### config.mk
export PLATFORM = sky130hd
export DESIGN_NAME = uart_tx
export DESIGN_NICKNAME = d
export VERILOG_FILES = /design/src/rtl/uart_tx.sv
export SDC_FILE = /design/constraint.sdc
export NUM_CORES = 1
export LEC_CHECK = 0
export ABC_AREA = 1
export BUFFER_PORTS_ARGS = -buffer_cell sky130_fd_sc_hd__buf_2
export CORE_ASPECT_RATIO = 0.5
export CORE_UTILIZATION = 64
export DETAILED_ROUTE_END_ITERATION = 10
export GPL_ROUTABILITY_DRIVEN = 0
export PLACE_DENSITY = 0.84
export SKIP_CTS_REPAIR_TIMING = 1
export SLEW_MARGIN = 20
export SYNTH_ARGS = -nofsm -noshare
export SYNTH_HDL_FRONTEND = slang
export SYNTH_SLANG_ARGS = --single-unit
### constraint.sdc
create_clock -name clk -period 5 [get_ports clk]
set_input_delay 0.5 -clock clk [delete_from_list [all_inputs] [get_ports clk]]
set_output_delay 0.5 -clock clk [all_outputs]
set_load 0.01 [all_outputs]
### src/rtl/uart_tx.sv
// rtl/uart_tx.sv - 8N1 UART transmitter with one-byte holding register and overrun flag
module uart_tx #(
    parameter int CLKS_PER_BIT = 5208
) (
    input  logic       clk,
    input  logic       reset,
    input  logic       tx_en,
    input  logic [7:0] tx_data,
    input  logic       ovr_clr,
    output logic       UART_TX,
    output logic       tx_busy,
    output logic       tx_full,
    output logic       tx_done,
    output logic       tx_ovr
);
    localparam int BW = (CLKS_PER_BIT > 1) ? $clog2(CLKS_PER_BIT) : 1;
    localparam logic [BW-1:0] BAUD_LAST = BW'(CLKS_PER_BIT - 1);
    localparam logic [BW-1:0] BAUD_PRE  = BW'(CLKS_PER_BIT - 2);

    typedef enum logic [1:0] {IDLE, START, DATA, STOP} state_t;

    state_t        state;
    logic [BW-1:0] baud_cnt;
    logic [2:0]    bit_idx;
    logic [7:0]    shift_reg;
    logic [7:0]    hold_reg;

    logic       baud_last;
    logic [2:0] next_idx;
    logic       consume;

    assign baud_last = (baud_cnt == BAUD_LAST);
    assign next_idx  = bit_idx + 3'd1;
    // The holding byte leaves this cycle, so a coincident write refills it instead of overrunning.
    assign consume   = tx_full && ((state == IDLE) || ((state == STOP) && baud_last));

    always_ff @(posedge clk or posedge reset) begin
        if (reset) begin
            state     <= IDLE;
            baud_cnt  <= '0;
            bit_idx   <= 3'd0;
            shift_reg <= 8'h00;
            hold_reg  <= 8'h00;
            UART_TX   <= 1'b1;
            tx_busy   <= 1'b0;
            tx_full   <= 1'b0;
            tx_done   <= 1'b0;
            tx_ovr    <= 1'b0;
        end else begin
            tx_done <= 1'b0;
            if (ovr_clr)
                tx_ovr <= 1'b0;

            case (state)
                IDLE: begin
                    baud_cnt <= '0;
                    bit_idx  <= 3'd0;
                    if (tx_full) begin
                        shift_reg <= hold_reg;
                        tx_full   <= 1'b0;
                        state     <= START;
                        UART_TX   <= 1'b0;
                        tx_busy   <= 1'b1;
                    end else if (tx_en) begin
                        shift_reg <= tx_data;
                        state     <= START;
                        UART_TX   <= 1'b0;
                        tx_busy   <= 1'b1;
                    end
                end
                START: begin
                    if (baud_last) begin
                        baud_cnt <= '0;
                        bit_idx  <= 3'd0;
                        state    <= DATA;
                        UART_TX  <= shift_reg[0];
                    end else begin
                        baud_cnt <= baud_cnt + BW'(1);
                    end
                end
                DATA: begin
                    if (baud_last) begin
                        baud_cnt <= '0;
                        if (bit_idx == 3'd7) begin
                            state   <= STOP;
                            UART_TX <= 1'b1;
                        end else begin
                            bit_idx <= next_idx;
                            UART_TX <= shift_reg[next_idx];
                        end
                    end else begin
                        baud_cnt <= baud_cnt + BW'(1);
                    end
                end
                STOP: begin
                    if (baud_last) begin
                        baud_cnt <= '0;
                        if (tx_full) begin
                            shift_reg <= hold_reg;
                            tx_full   <= 1'b0;
                            state     <= START;
                            UART_TX   <= 1'b0;
                        end else begin
                            state   <= IDLE;
                            tx_busy <= 1'b0;
                        end
                    end else begin
                        baud_cnt <= baud_cnt + BW'(1);
                        // Registered pulse lands on the final stop-bit cycle.
                        if (baud_cnt == BAUD_PRE)
                            tx_done <= 1'b1;
                    end
                end
                default: state <= IDLE;
            endcase

            // Later assignments override the tx_full clear above when a refill coincides.
            if (tx_en && ((state != IDLE) || tx_full)) begin
                if (!tx_full || consume) begin
                    hold_reg <= tx_data;
                    tx_full  <= 1'b1;
                end else begin
                    tx_ovr <= 1'b1;
                end
            end
        end
    end
endmodule

# Word-level counts from Yosys, hierarchy flattened
# Index checks and enable logic that the tools add are counted.
# word_totals
wordCells	89
ff_bits	39
input_bits	12
out_inout_bits	5
# op_classes
muxes	44
n_eq_ne	14
n_reduce_logical	18
add_sub_neg	2
n_lt_le_gt_ge	1
# ops
operator	n
$mux 8	4
$eq 13x13->1 const B	2
$pmux 13 s2	1
$mux 1	22
$pmux 8 s2	1
$ne 2x2->1 const B	7
$add 13x1->13 const B	1
$mux 13	1
$mux 2	6
$reduce_and 4->1	3
$reduce_and 5->1	2
$mux 3	3
$pmux 3 s3	1
$pmux 2 s4	1
$eq 2x2->1 const B	2
$lt 3x4->1 const B	1
$pmux 1 s2	2
$pmux 1 s4	1
$reduce_bool 2->1	2
$add 3x1->3 const B	1
$bmux 1 s3	1
$eq 3x3->1 const B	1
$logic_and 1x1->1	3
$logic_or 1x1->1	3
other kinds (7)	7

# Logic depth before layout (Yosys ltp)
# Gate-level depths: netlist of the first run.
# depth
ltp_word	7
mapped_depth	10
ltp_nobuf	10

# Least setup slack after synthesis of the first run
# No wires, ideal clock.
# synth_path
path_type	flip-flop to flip-flop
from	register state[0]
to	register shift_reg[0]
n_path_buf	2
setup_ps	122
stages_incl_launch_ff	11
synth_period_minus_slack_ps	1583
arrival_time_ps	1461
slack_ps	3417
t_required_ps	4878
path_cell_list	dfrtp_1 -> inv_1 -> ha_1 -> buf_2 -> inv_2 -> nor3_2 -> a21oi_2 -> nand3_4 -> buf_6 -> nand2_2 -> o21ai_2
# synth_via
elab_chain_len	3
word_cells_on_any_way	8
cone_classes	eq/ne: 4; mux: 1; reduce/logical: 3
# synth_rtl
element	line_no	rtl
start, declared	22	state_t state;
start signal, assigned	39	state <= IDLE;
start signal, assigned	61	state <= START;
start signal, assigned	66	state <= START;
$eq 2x2->1 or $logic_not 2->1 (tied branches)	54	case (state)
$ne 2x2->1 (no source line), or another cell as far along	-	
$reduce_and 4->1 (no source line)	-	
end signal, assigned	59	shift_reg <= hold_reg;
end signal, assigned	65	shift_reg <= tx_data;
end signal, assigned	99	shift_reg <= hold_reg;
end, declared	25	logic [7:0] shift_reg;
# Several ways; a longest one is shown, not always the timed one.
# A chain may end at the register's enable or synchronous reset.

# Final worst setup path of the first run
# layout_path
from	register state[0]
to	register shift_reg[3]
# Same word-level chain as after synthesis.

==> results.toml, run 1 <==
[status]
run_status = "finished, final reports clean"

[power]
total_power_uw = 729.8
cellLeakagePower_nw = 1.165
power.density_cell_area_mw_per_mm2 = 300.0
largest_vdd_supply_drop_v = 0.0002157

[final_layout]
layout_cells_sized_above_1_pct = 22.06
multi_input_area_sq_mm = 0.001054
stdcell_count = 312
number_of_flip_flops_under_the_largest_register_name = 13
nets = 291
areaGrowthSynthToFinish_pct = 11.09
n_fill_cell = 214
register_area_sq_um = 977.2
insertedDiodeCount = 0

[floorplan]
die_height_um = 43.36
die-area_sq_mm = 0.003673
dieWidth_um = 84.72
floorplan.initialDensity_pct = 69.83
coreArea_sq_mm = 0.003136
row_count = 14
boundaryPins = 17

[global_routing]
total_grt_overflow = 0
first_global_vias = 1664
global_route_usage_sum_pct = 27.34
wire_length_of_the_first_global_routing_pass_um = 7472
largest_net_degree_at_the_start_of_global_routing = 40
grt_antenna_before_repair = 0

[route]
drcViolationCount = 0
route.detailed.wl_per_inst_um = 13.79
avgViaCountPerCell = 5.542
drt_wl_total_um = 4301
final_ant_viol_nets = 0
drt_iter0_markers = 86
route.vias.total = 1729
detailedRoute.firstPassIterationCount = 6

[placement]
place_inst = 304
dp.final_hpwl_um = 3058
portBuffers = 16

[synth]
syn_area_sq_mm = 0.002190
number_of_distinct_library_cell_variants_in_the_gate_level_netlist_after_synthesis = 37
synth.top_cells.by_count = "sky130_fd_sc_hd__nand2_1, sky130_fd_sc_hd__dfrtp_1, sky130_fd_sc_hd__inv_1"
most_common_cell_in_the_synthesized_netlist = "sky130_fd_sc_hd__nand2_1"
synth.net_count = 271
synth_edf_count = 0
avgSynthCellArea_sq_um = 8.724
netlist.top_cell.by_area = "sky130_fd_sc_hd__dfrtp_1"
seq_area_frac_synth_pct = 44.63
synth.top_cells.by_area = "sky130_fd_sc_hd__dfrtp_1, sky130_fd_sc_hd__nand2_1, sky130_fd_sc_hd__nand3_1"
ys.warnings.count = 0
ys.flop_type = "sky130_fd_sc_hd__dfrtp_1"
async_flop_share_pct = 100.0
synth_seq_cells = 39
yosys_top_cell_area_share_pct = 43.43
syn_inst = 251

[sta]
setup_viol = 0
slew_headroom_pct = 61.69
period_minus_slack_ps = 1873
report.final.hold_viol_count = 0
period_share_pct = 37.46
fin_tns_setup_ps = 0
maxClockFrequency_mhz = 533.9
hold_slack_ps = 308.1
max_transition_viols_final = 0
clock-skew-final_ps = 6.114
tightestPinTransition_ps = 574.0
rsz0062_at_grt = "no"

[cts]
clock_sinks = 39
clk_pin_slew_worst_paths_ps = 80
cts_made_buffers = 5
cts_buffer_depth = 2
clk_root_buffer_cell = "sky130_fd_sc_hd__clkbuf_8"
cts_tree = "yes"
cts-htree-levels = 2
clock_latency_ps = 290

[worst_setup_path]
data_arrival_time_of_the_critical_path_ps = 2050
path_max_fanout = 9
worst_ep_required_time_ps = 5180
critPathKind = "flop to flop"
critPathLaunchType = "flop"
worst_r2r_startpoint = "state[0]"
timing_startpoint_of_the_critical_path = "state[0]"
critPathCaptureType = "flop"

[worst_hold_path]
class_of_the_most_critical_hold_timing_path = "primary input to asynchronous set/reset pin"

[run]
cap_violations = 0
## layout by cell type (no fill, tap or decap), types with 4 or more instances in the layout
master	instances
sky130_fd_sc_hd__clkbuf_8	5
sky130_fd_sc_hd__buf_2	16
sky130_fd_sc_hd__dfrtp_1	38
sky130_fd_sc_hd__o21ai_2	10
sky130_fd_sc_hd__mux2i_1	8
sky130_fd_sc_hd__nor3_1	5
sky130_fd_sc_hd__xor2_1	4
sky130_fd_sc_hd__o21ai_0	4
sky130_fd_sc_hd__o21ai_1	6
sky130_fd_sc_hd__nand2_2	4
sky130_fd_sc_hd__inv_2	4
sky130_fd_sc_hd__nor2_1	19
sky130_fd_sc_hd__inv_1	28
sky130_fd_sc_hd__a21oi_1	7
sky130_fd_sc_hd__ha_1	8
sky130_fd_sc_hd__nand3_1	23
sky130_fd_sc_hd__nand2_1	53
## area by class of cell
type | instances | area share, %
flip-flops and latches | 39 | 40.17
multi-input cells | 174 | 43.31
well taps | 40 | 2.058
clock buffers | 5 | 2.829
inverters | 34 | 5.247
repair buffers | 17 | 3.601
clock inverters | 3 | 2.778
## final timing paths
| check | end | slack, ps | depth (start not counted) |
|---|---|---|---|
| max in group asynchronous | UART_TX | 4330 | 3 |
| max reg2reg | shift_reg[3] | 3130 | 4 |
| min in group clk | tx_ovr | 400 | 2 |
| min | baud_cnt[4] | 310 | 3 |
| min reg2reg | hold_reg[7] | 480 | 2 |
| max | shift_reg[3] | 3130 | 4 |
## layer usage
| metal | global-route usage (%) | vias to the layer above | wire, um |
|---|---|---|---|
| li1 | - | 857 | - |
| met1 | 34.35 | 833 | 1897 |
| met2 | 50.08 | 37 | 2219 |
| met3 | 5.905 | 2 | 173 |
| met4 | 6.441 | 0 | 11 |
| met5 | 0 | - | 0 |
## power breakdown
| part | internal [mW] | switching (mW) | total [mW] | leakage [nW] |
|---|---|---|---|---|
| Combinational | 0.0250 | 0.0419 | 0.0670 | 0.599 |
| Sequential | 0.338 | 0.0133 | 0.351 | 0.502 |
| Clock | 0.199 | 0.113 | 0.312 | 0.0644 |
| Total | 0.562 | 0.168 | 0.730 | 1.16 |
## metrics by stage
step           setup slack (ps)  instance area (sq um)  util [%]
2_1_floorplan              3417                   2190         -
3_3_place_gp               3242                   2296     73.22
3_5_place_dp               3156                   2296     73.22
4_1_cts                    3136                   2432     77.57
5_1_grt                    2969                   2432     77.57
6_report                   3127                   2432     77.57
## cell families (layout without fill, tap and decap cells)
| family | Yosys count | count (layout) | synth area share [%] |
|---|---|---|---|
| AND/OR/NAND/NOR | 120 | 120 | 27.37 |
| buffers and inverters | 38 | 59 | 7.257 |
| adder cells (fa/ha/maj) | 8 | 8 | 4.572 |
| multiplexers | 8 | 8 | 3.657 |
| AO/OA/AOI/OAI | 33 | 33 | 10.51 |
| XOR/XNOR | 5 | 5 | 2.000 |
| flip-flops | 39 | 39 | 44.63 |
## critical path: stages (launching register included)
cell and delay (ps):
sky130_fd_sc_hd__dfrtp_1 450, sky130_fd_sc_hd__ha_1 380, sky130_fd_sc_hd__nor2_2 520, sky130_fd_sc_hd__mux2i_1 310
sky130_fd_sc_hd__o21ai_2 80
(Power assumes the default switching activity.)
==> inputs of run 2 (changes only) <==
Settings changed: CORE_UTILIZATION 64 to 59, PLACE_DENSITY 0.84 to 0.79.
Clock period 5 ns to 1.79 ns, I/O delays scaled along.
==> run 2 against run 1 <==
  * The run now ends with negative hold slack left
  * First-iteration DRC count down 7.0%
  * Design area up 2.1%
  * Die area up 8.2%
  * Critical path depth up 4
  * Combinational power rose to 2.9 times the previous value
  * Sequential share of layout area down 0.81 points
  * Hold slack worse by 310 ps
  * Flip-flop and latch count unchanged
  * Clock skew up 2.3 ps
  * Critical path type unchanged
  * Global-route usage down 3.5 points
  * Register-to-register slack worse by 3000 ps
  * Core utilization down 6.5 points
==> results.toml, run 2 (same netlist as run 1, synthesis figures left out) <==
[cts]
clk_root_buffer_cell = "sky130_fd_sc_hd__clkbuf_8"
cts_buffer_depth = 2
clock_sinks = 39
clock_latency_ps = 300
clk_pin_slew_worst_paths_ps = 80
cts_made_buffers = 5
cts-htree-levels = 2
cts_tree = "yes"

[sta]
clock-skew-final_ps = 8.416
report.final.hold_viol_count = 4
period_share_pct = 94.35
rsz0062_at_grt = "no"
tightestPinTransition_ps = 492.1
max_transition_viols_final = 0
postLayoutSetupSlackWorst_ps = 101.2
hold_slack_ps = -1.328
slew_headroom_pct = 67.20
fin_tns_setup_ps = 0
period_minus_slack_ps = 1689
maxClockFrequency_mhz = 592.1
setup_viol = 0

[run]
cap_violations = 0

[final_layout]
n_fill_cell = 262
utilization_pct = 71.11
nets = 296
mostFrequentLayoutCells = "sky130_fd_sc_hd__nand2_1, sky130_fd_sc_hd__dfrtp_1, sky130_fd_sc_hd__inv_1"
areaGrowthSynthToFinish_pct = 13.37
layout_commonest_cell = "sky130_fd_sc_hd__nand2_1"
number_of_flip_flops_under_the_largest_register_name = 13
stdcell_count = 328
insertedDiodeCount = 0
layout_cells_sized_above_1_pct = 23.47
design_area_sq_mm = 0.002482

[placement]
portBuffers = 16
dp.final_hpwl_um = 3023
place_inst = 319
placed_cell_area_sq_mm = 0.002340
pre_cts_setup_slack_ps = 86.23

[worst_setup_path]
critPathCaptureType = "flop"
worst_ep_required_time_ps = 2010
worst_path_largest_cell_delay_ps = 450
worst_r2r_startpoint = "state[0]"
rr_endpoint = "state[0]"
endpoint = "state[0]"
path_max_fanout = 6
slowest_stage_cell_crit_path = "sky130_fd_sc_hd__dfrtp_1"
data_arrival_time_of_the_critical_path_ps = 1900
crit_path_cell_trace = "inv_1 -> ha_1 -> inv_2 -> nor3_2 -> a21oi_1 -> nand3_1 -> nand2_1 -> o21ai_1"
critPathLaunchType = "flop"
critPathKind = "flop to flop"
ff2ff_setup_slack_ps = 100
timing.critical_path.depth = 8
rr_worst_depth = 8
timing_startpoint_of_the_critical_path = "state[0]"
cpLargestDelayFamily = "simple AND/OR/NAND/NOR gates"
worstPathBufferInverterCount = 2

[route]
detailedRoute.firstPassIterationCount = 4
route.vias.total = 1758
avgViaCountPerCell = 5.360
drcViolationCount = 0
route.detailed.wl_per_inst_um = 13.25
drt_wl_total_um = 4346
drt_iter0_markers = 80
final_ant_viol_nets = 0

[power]
largest_vdd_supply_drop_v = 0.0003365
cellLeakagePower_nw = 1.186
p_int_mw = 1.469
pwr-share-seq_pct = 50.4
switchingPower_uw = 476.2
combPwrFrac_pct = 10.1
total_power_mw = 1.945
p_clk_share_pct = 39.6
switching_share_pct = 24.49
power.density_cell_area_mw_per_mm2 = 783.5

[global_routing]
grt_antenna_before_repair = 0
first_global_vias = 1586
largest_net_degree_at_the_start_of_global_routing = 40
global_route_usage_sum_pct = 23.79
total_grt_overflow = 0
wire_length_of_the_first_global_routing_pass_um = 6913

[floorplan]
die-area_sq_mm = 0.003974
die_height_um = 45.08
dieWidth_um = 88.16
coreArea_sq_mm = 0.003491
floorplan.initialDensity_pct = 62.72
row_count = 15
boundaryPins = 17

[status]
run_status = "finished with violations"
failing_checks = "negative hold slack"

[worst_hold_path]
class_of_the_most_critical_hold_timing_path = "primary input to asynchronous set/reset pin"
==> run 2: changes by cell type in the layout (fill, tap and decap cells not counted), sizes merged <==
cell,previous run,this run
buf,17,21
bufinv,2,1
clkbuf,5,6
clkinv,2,3
clkinvlp,1,0
nand3,26,27
==> run 2: power groups by stage <==
stage / sequential [mW] / clock (mW) / combinational, mW
floorplan: 0.990 / 0 / 0.136
detailed placement: 0.996 / 0 / 0.198
global placement: 0.992 / 0 / 0.190
CTS: 0.979 / 0.780 / 0.199
global route: 0.984 / 0.815 / 0.217
finish: 0.979 / 0.770 / 0.196
==> run 2: tightest hold or removal path, stage by stage <==
cell and delay (ps):
sky130_fd_sc_hd__buf_2 90, sky130_fd_sc_hd__inv_1 50, sky130_fd_sc_hd__buf_4 430
==> run 2: final cells by class <==
cell class / count / area (sq um) / area share [%]
clock buffer: 6 / 82.58 / 3.327
clock inverter: 2 / 35.03 / 1.411
inverter: 34 / 127.6 / 5.141
multi-input combinational: 175 / 1079 / 43.45
sequential: 39 / 977.2 / 39.36
tap: 51 / 63.81 / 2.571
timing repair buffer: 21 / 117.6 / 4.738
==> run 2: routing by layer <==
metal  global-route usage, %  vias to the layer above  wire [um]
li1                        -                      866          -
met1                   28.38                      842       1963
met2                   42.79                       38       2118
met3                   6.033                       12        197
met4                   9.032                        0         67
met5                       0                        -          0
==> run 2: worst min-delay path by stage <==
stage	endpoint	cells after the start
floorplan	tx_ovr	1
detailed placement	baud_cnt[0]	3
global placement	baud_cnt[0]	3
global route	hold_reg[4]	3
finish	hold_reg[0]	3
CTS	hold_reg[0]	3
